File: src/rtl/ldl_crc32_chk_arb.sv
// ldl_crc32_chk_arb: frame-granular round-robin arbiter that streams one
// requester's frame at a time through a shared LDL_crc32_d8 byte engine and
// reports a tagged pass/fail result per frame.
// Optional feature macro: LDL_CRC_ARB_TIMEOUT_EN (idle timeout inside a frame).

// Byte-wide CRC-32 step, poly 04C11DB7, MSB-first register, d[7] shifted in first.
module LDL_crc32_d8 (
  input  logic [31:0] crc_in,
  input  logic [7:0]  d,
  output logic [31:0] crc_out
);
  localparam logic [31:0] POLY = 32'h04C1_1DB7;

  logic [31:0] c;
  logic        fb;

  // Eight serial LFSR steps unrolled into one combinational update.
  always_comb begin
    c  = crc_in;
    fb = 1'b0;
    for (int i = 7; i >= 0; i--) begin
      fb = c[31] ^ d[i];
      c  = {c[30:0], 1'b0} ^ (fb ? POLY : 32'h0);
    end
    crc_out = c;
  end
endmodule

module ldl_crc32_chk_arb #(
  parameter int unsigned N       = 4,
  parameter int unsigned IDW     = $clog2(N),
  parameter int unsigned TIMEOUT = 255
) (
  input  logic             clk,
  input  logic             rst,
  input  logic [N-1:0]     req_valid,
  input  logic [8*N-1:0]   req_data,
  input  logic [N-1:0]     req_eof,
  output logic [N-1:0]     req_ready,
  output logic             res_valid,
  output logic             res_err,
  output logic             res_abort,
  output logic [IDW-1:0]   res_id,
  output logic [15:0]      res_len,
  output logic             busy
);
  localparam int unsigned LW      = 16;
  localparam logic [31:0] CRC_INIT = 32'hFFFF_FFFF;
  localparam logic [31:0] RESIDUE  = 32'hC704_DD7B;

  typedef enum logic {S_IDLE = 1'b0, S_RUN = 1'b1} state_t;

  state_t          state, state_nxt;
  logic [IDW-1:0]  g;
  logic [IDW-1:0]  ptr;
  logic [IDW-1:0]  ptr_inc;
  logic [IDW-1:0]  grant_nxt;
  logic            grant_hit;
  logic [31:0]     crc;
  logic [31:0]     crc_out;
  logic [LW-1:0]   len;
  logic [LW-1:0]   len_inc;
  logic [7:0]      g_byte;
  logic [7:0]      g_byte_rev;
  logic            accept;
  logic            eof_acc;
  logic            timeout_hit;

  // Granted channel's byte, bit-reversed so the engine sees LSB first.
  always_comb begin
    g_byte = req_data[{g, 3'b000} +: 8];
    for (int i = 0; i < 8; i++) g_byte_rev[i] = g_byte[7-i];
  end

  LDL_crc32_d8 u_crc (
    .crc_in  (crc),
    .d       (g_byte_rev),
    .crc_out (crc_out)
  );

  assign accept  = (state == S_RUN) && req_valid[g];
  assign eof_acc = accept && req_eof[g];
  assign len_inc = (len == {LW{1'b1}}) ? len : len + LW'(1);
  assign ptr_inc = (g == IDW'(N-1)) ? '0 : g + IDW'(1);

  // Cyclic search for the first requesting channel at or after ptr.
  always_comb begin
    int unsigned idx;
    grant_hit = 1'b0;
    grant_nxt = '0;
    idx       = 0;
    for (int k = 0; k < int'(N); k++) begin
      idx = (32'(ptr) + 32'(k)) % N;
      if (!grant_hit && req_valid[IDW'(idx)]) begin
        grant_hit = 1'b1;
        grant_nxt = IDW'(idx);
      end
    end
  end

`ifdef LDL_CRC_ARB_TIMEOUT_EN
  logic [15:0] idle_cnt;

  // Idle-cycle counter for the granted channel; cleared by any accepted byte.
  always_ff @(posedge clk or posedge rst) begin
    if (rst) begin
      idle_cnt <= '0;
    end else if (state != S_RUN || accept || timeout_hit) begin
      idle_cnt <= '0;
    end else begin
      idle_cnt <= idle_cnt + 16'd1;
    end
  end

  // Limit reached when this idle cycle would bring the count to TIMEOUT; eof wins.
  assign timeout_hit = (state == S_RUN) && !accept &&
                       ((17'(idle_cnt) + 17'd1) >= 17'(TIMEOUT));
`else
  assign timeout_hit = 1'b0;
  assign res_abort   = 1'b0;
`endif

  // State register.
  always_ff @(posedge clk or posedge rst) begin
    if (rst) state <= S_IDLE;
    else     state <= state_nxt;
  end

  // Next-state logic: grant locks for a whole frame.
  always_comb begin
    state_nxt = state;
    case (state)
      S_IDLE:  if (grant_hit) state_nxt = S_RUN;
      S_RUN:   if (eof_acc || timeout_hit) state_nxt = S_IDLE;
      default: state_nxt = S_IDLE;
    endcase
  end

  // Output decode from registered state and grant.
  always_comb begin
    req_ready = '0;
    busy      = (state == S_RUN);
    if (state == S_RUN) req_ready = N'(1) << g;
  end

  // Frame datapath, round-robin pointer and result registers.
  always_ff @(posedge clk or posedge rst) begin
    if (rst) begin
      g         <= '0;
      ptr       <= '0;
      crc       <= CRC_INIT;
      len       <= '0;
      res_valid <= 1'b0;
      res_err   <= 1'b0;
      res_id    <= '0;
      res_len   <= '0;
`ifdef LDL_CRC_ARB_TIMEOUT_EN
      res_abort <= 1'b0;
`endif
    end else begin
      res_valid <= 1'b0;
      if (state == S_IDLE) begin
        if (grant_hit) begin
          g   <= grant_nxt;
          crc <= CRC_INIT;
          len <= '0;
        end
      end else if (accept) begin
        crc <= crc_out;
        len <= len_inc;
        if (req_eof[g]) begin
          res_valid <= 1'b1;
          res_err   <= (crc_out != RESIDUE);
          res_id    <= g;
          res_len   <= len_inc;
          ptr       <= ptr_inc;
`ifdef LDL_CRC_ARB_TIMEOUT_EN
          res_abort <= 1'b0;
`endif
        end
      end else if (timeout_hit) begin
        res_valid <= 1'b1;
        res_err   <= 1'b1;
        res_id    <= g;
        res_len   <= len;
        ptr       <= ptr_inc;
`ifdef LDL_CRC_ARB_TIMEOUT_EN
        res_abort <= 1'b1;
`endif
      end
    end
  end
endmodule

File: config.mk
export PLATFORM = sky130hd
export DESIGN_NAME = ldl_crc32_chk_arb
export DESIGN_NICKNAME = d
export VERILOG_FILES = /design/src/rtl/ldl_crc32_chk_arb.sv
export SDC_FILE = /design/constraint.sdc
export NUM_CORES = 1
export LEC_CHECK = 0
export ABC_CLOCK_PERIOD_IN_PS = 3850
export BUFFER_PORTS_ARGS = -buffer_cell sky130_fd_sc_hd__buf_2
export CAP_MARGIN = 20
export CORE_MARGIN = 3
export CORE_UTILIZATION = 40
export CTS_CLUSTER_DIAMETER = 40
export DETAILED_ROUTE_END_ITERATION = 10
export MAX_ROUTING_LAYER = met4
export SETUP_SLACK_MARGIN = 0.15
export SYNTH_ARGS = -nofsm -noshare
export SYNTH_HDL_FRONTEND = slang
export SYNTH_SLANG_ARGS = --single-unit
File: constraint.sdc
create_clock -name clk -period 3.85 [get_ports clk]
set_input_delay 0.1925 -clock clk [delete_from_list [all_inputs] [get_ports clk]]
set_output_delay 0.1925 -clock clk [all_outputs]
set_load 0.01 [all_outputs]
---- Word-level counts from Yosys, hierarchy flattened ----
Index checks and enable logic that the tools add are counted.
storage, ports and cells
  logic and storage cells ................. 97
  input port bits ......................... 42
  output and inout bits ................... 26
  flip-flop bits (word level) ............. 73
cells by class
  $add $sub $neg .......................... 5
  bitwise gates (word level) .............. 17
  order comparisons ....................... 5
  equal/unequal tests ..................... 4
  muxes and demuxes ....................... 43
  reduce and logical (&&, ||, !) cells .... 12
  shift-type cells ........................ 2
operator list
  operator                                                    count
  XOR 32 bit                                                  8
  two-way mux 27 bit                                          8
  two-way mux 32 bit                                          3
  two-way mux 16 bit                                          4
  != test 32 bit, second input constant                       1
  variable part select 32 x 6 -> 8 bit                        1
  adder 16 x 1 -> 16 bit, second input constant               1
  equality test 16 bit, second input constant                 1
  less-than comparator 2 x 3 -> 1 bit, second input constant  5
  two-way mux 1 bit                                           15
  binary-select mux 1 bit (select 2 bit)                      6
  two-way mux 2 bit                                           5
  XOR 1 bit                                                   8
  logical AND 1 bit                                           5
  adder 2 x 1 -> 2 bit, second input constant                 2
  adder 2 bit, second input constant                          2
  two-way mux 4 bit                                           1
  AND reduction 2 bit                                         2
  << shifter 1 x 2 -> 4 bit, first input constant             1
  logical NOT 1 bit                                           3
  AND reduction 3 bit                                         1
  equality test 2 bit, second input constant                  1
  != test 2 x 1 -> 1 bit, second input constant               1
  case mux 1 bit (2 select lines)                             1
  2 further kinds                                             2

---- Longest topological paths before layout ----
  word-level depth ........................ 27
  depth in mapped cells ................... 12
  depth with buffers taken out ............ 9

---- By module ----
Synthesis repeated with hierarchy kept, for this count alone.
second synthesis, totals
  cell total of the unflattened synthesis .. 475
  area total of the unflattened synthesis .. 4893.4 um2
modules (own cells, without submodules)
  module             cells an instance  instances  area an instance (um2)
  ldl_crc32_chk_arb  411                1          3892.5
  LDL_crc32_d8       64                 1          1001.0

---- Least setup slack after synthesis ----
OpenSTA, ideal clock, no wires.
  kind .................................... register -> register
  start point ............................. register g[0]
  end point ............................... register res_err
  setup slack ............................. 0.818 ns
  arrival ................................. 2.906 ns
  clock period less this slack ............ 3.032 ns
  stages on the path, launching flop included .. 11
  buffers on the path ..................... 3
  data required time ...................... 3.724 ns
  library setup time ...................... 0.126 ns
  cell sequence ........................... dfrtp_1 buf_6 buf_6 mux4_2 xnor2_2 xnor2_1 buf_4 xnor3_1 a2111oi_0 nor2_1 o32a_1
on the way
  word-level cells in the longest chain between the ends .. 14
  elaborated cells on any way between the ends .. 32
  those cells by class .................... 1 x eq/ne; 1 x shift; 12 x mux; 16 x bitwise; 2 x reduce/logical
RTL lines
  item                                  line  RTL
  start, declared                       54    logic [IDW-1:0] g;
  start signal, assigned                164   g <= grant_nxt;
  variable part select 32 x 6 -> 8 bit  71    g_byte = req_data[{g, 3'b000} +: 8];
  XOR 1 bit                             22    fb = c[31] ^ d[i];
  two-way mux 27 bit                    23    c = {c[30:0], 1'b0} ^ (fb ? POLY : 32'h0);
  XOR 32 bit (6 in a row)               23
  XOR 1 bit                             22
  two-way mux 27 bit                    23
  XOR 32 bit (2 in a row)               23
  != test 32 bit                        173   res_err <= (crc_out != RESIDUE);
  end signal, assigned                  173
  end, declared                         41    output logic res_err,
Several ways; a longest one is shown, not always the timed one. The select of a mux whose other input is x is not followed.
A chain may end at the register's enable or synchronous reset.

---- Worst setup path in the final report ----
  start point ............................. register g[1]
  end point ............................... register res_err
Same word-level chain as after synthesis.

==> impl_metrics.py <==
metrics = {
    "synth": {
        "synthXorXnorAreaFrac_pct": 20.05,
        "synthMuxAreaShare_pct": 7.375,
        "syn-cell-area_um2": 4886,
        "ys_seq_area_share_pct": 38.21,
        "ys_warn_count": 0,
        "yosys.area_share.simple_pct": 16.21,
        "synth_edf_count": 0,
        "synth_top_cell_area_share_pct": 21.00,
        "ys_ff_latch": 73,
        "synth_compound_area_share_pct": 12.39,
        "ys_types": 57,
        "synthArstFlopShare_pct": 100.0,
        "syn_inst": 501,
        "synthFlopType": "dfrtp_1",
        "synthTopCellsByArea": "dfrtp_1 21%, dfstp_2 17%, xnor2_1 8.1%",
        "synth-adder-area-share_pct": 1.536,
        "synth_top_cell_by_area": "dfrtp_1",
        "syn_avg_cell_area_um2": 9.752,
        "synth_nets": 549,
        "synth_top_family_by_area": "XOR/XNOR gates",
        "synthTopCellsByCount": "47 x o21ai_0, 45 x xnor2_1, 43 x nand2_1, 41 x dfrtp_1, 37 x a21oi_1",
        "synthMostInstantiatedCell": "o21ai_0",
    },
    "floorplan": {
        "rows": 39,
        "start_util_pct": 41.89,
        "die_w_um": 116.5,
        "io_pins": 68,
        "core-area_um2": 11660,
        "die-area_um2": 13580,
        "die_h_um": 116.5,
    },
    "drt": {
        "ant_nets": 0,
        "drc": 0,
        "vias_per_cell": 5.383,
        "routedWlPerCell_um": 16.51,
        "routed_wl_um": 11720,
        "drtIter0Drc": 241,
        "dr.pass1.iters": 5,
        "vias": 3822,
    },
    "clock_tree": {
        "htreeDepth": 3,
        "clock_latency_ns": 0.34,
        "numCtsBuffers": 9,
        "post_cts_buffers": 0,
        "numClockSinks": 73,
        "path_clk_slew_ns": 0.06,
        "cts_root_buf": "clkbuf_16",
        "clockBufferDepth": 2,
        "cts_tree": "yes",
    },
    "layout": {
        "layout-drive-gt1-share_pct": 28.22,
        "fillers": 1087,
        "multi_input_area_um2": 2820,
        "fin_util_pct": 48.35,
        "stdcell_count": 710,
        "syn_to_final_growth_pct": 15.42,
        "ff_latch_area_um2": 1868,
        "layout.nets": 610,
        "diodes": 0,
    },
    "timing": {
        "timing.final.crit_share_pct": 86.92,
        "slew_headroom_pct": 59.77,
        "rsz0062_at_grt": "false",
        "hold_viol": 0,
        "skew_ns": 0.005248,
        "tightest_slew_ns": 0.5979,
        "worst_hold_slack_ns": 0.2216,
        "fin_crit_ns": 3.347,
        "drv_slew": 0,
        "setup_viol": 0,
        "fin_tns_setup_ns": 0,
        "fmax_mhz": 298.8,
    },
    "placement": {
        "place.gp.congestion": 0.8629,
        "dp_cells": 693,
        "dpl.hpwl_um": 8589,
        "portBuffers": 66,
    },
    "worst_setup_path": {
        "worst_setup_path_end_kind": "flop",
        "critPathMaxFanout": 13,
        "cp.arrival_ns": 3.57,
        "crit_required_ns": 4.07,
        "startpoint_type": "flop",
        "crit_type": "flop to flop",
    },
    "global_routing": {
        "overflow": 0,
        "grt_pass1_wl_um": 19580,
        "gr-usage-all-layers_pct": 19.14,
        "grt_max_degree": 50,
        "antenna_found_initial": 0,
        "grt_pass1_vias": 3734,
    },
    "status": {
        "status": "finished, final reports clean",
    },
    "flow_run": {
        "drv_cap": 0,
    },
    "min_path": {
        "hold_path.class": "input pin to flop",
    },
}
-- placed cells by master, fill, tap and decap left out, types with 3 or more instances in the layout --
| master | Yosys | layout |
|---|---|---|
| xnor3_1 | 3 | 3 |
| nand2b_1 | 5 | 5 |
| ha_1 | 6 | 6 |
| o21ai_0 | 47 | 47 |
| mux2_2 | 4 | 4 |
| dfstp_2 | 32 | 32 |
| xor2_1 | 19 | 19 |
| nand2_1 | 43 | 43 |
| dfrtp_1 | 41 | 40 |
| nand4_1 | 5 | 5 |
| or3_1 | 3 | 3 |
| nand3_1 | 16 | 16 |
| xnor2_4 | 5 | 5 |
| xnor2_2 | 8 | 8 |
| nor3_1 | 30 | 30 |
| a311oi_1 | 3 | 3 |
| xnor2_1 | 45 | 45 |
| and2_1 | 8 | 7 |
| a21oi_1 | 37 | 37 |
| buf_4 | 5 | 12 |
| clkbuf_16 | 0 | 9 |
| nor4_1 | 5 | 5 |
| mux4_2 | 10 | 10 |
| nor2b_1 | 4 | 4 |
| inv_1 | 14 | 13 |
| nor2_1 | 30 | 29 |
| a31oi_1 | 5 | 5 |
| mux2i_1 | 9 | 9 |
| o31ai_1 | 3 | 3 |
| buf_2 | 3 | 66 |
-- area by class of cell --
cell class | count | area share [%]
clock buffer | 12 | 4.548
timing repair buffer | 79 | 7.633
tap | 143 | 3.173
multi-input combinational | 384 | 50.01
clock inverter | 4 | 0.5103
sequential | 73 | 33.13
inverter | 15 | 0.9984
-- worst paths after layout --
check,from,end,slack [ns],depth (start not counted)
setup / recovery,g[1],res_err,0.50,10
hold / removal,req_valid[3],g[1],0.22,3
setup reg to reg,g[1],res_err,0.50,10
hold reg to reg,res_len[13],res_len[13],0.47,2
max in group asynchronous,rst,crc[24],2.55,4
min in group asynchronous,rst,res_len[6],0.44,3
-- worst max-delay path, stage by stage (launching register included) --
cell       delay [ns]
dfrtp_1          0.69
mux4_2           0.48
xnor2_4          0.33
xnor2_1          0.20
buf_4            0.25
ha_1             0.19
nor3b_1          0.18
nand4_1          0.12
a311oi_1         0.29
o2111ai_1        0.18
o32a_1           0.31
-- flip-flops by register name, indices dropped and copies added, names as in the netlist --
signal     cells
res_err        1
ptr            2
res_id         2
busy           1
crc           32
res_len       16
len           16
res_valid      1
g              2
-- routing by layer --
metal,vias up,part of all wire [%],GRT usage [%],wire [um]
li1,1883,-,-,-
met4,0,1.9,6.883,218
met1,1835,45,25.24,5326
met2,88,49,29.86,5712
met5,-,0,-,0
met3,16,3.9,3.109,461
-- cell families after synthesis --
logic type      Yosys count
buf+inv                  44
mux                      23
simple gates            162
flops                    73
fa+ha+maj                 6
other cells               1
xor+xnor                 84
compound gates          108
-- repair_timing --
action / CTS / global route
resized for setup: 0 / 1
hold endpoints to repair: 25 / 0
endpoints found under the setup margin: 0 / 1
hold buffers: 1 / 0
-- stage by stage --
step	worst slack (ns)	instance area, um^2
6_report	0.5034	5639
5_1_grt	0.2236	5639
4_1_cts	0.3308	5638
3_5_place_dp	0.3526	5343
3_3_place_gp	0.4524	5343
2_1_floorplan	0.8175	4886
Power is left out: the tool's default activity adds up to more than one toggle a clock period on the data nets, which glitch-free logic cannot reach.
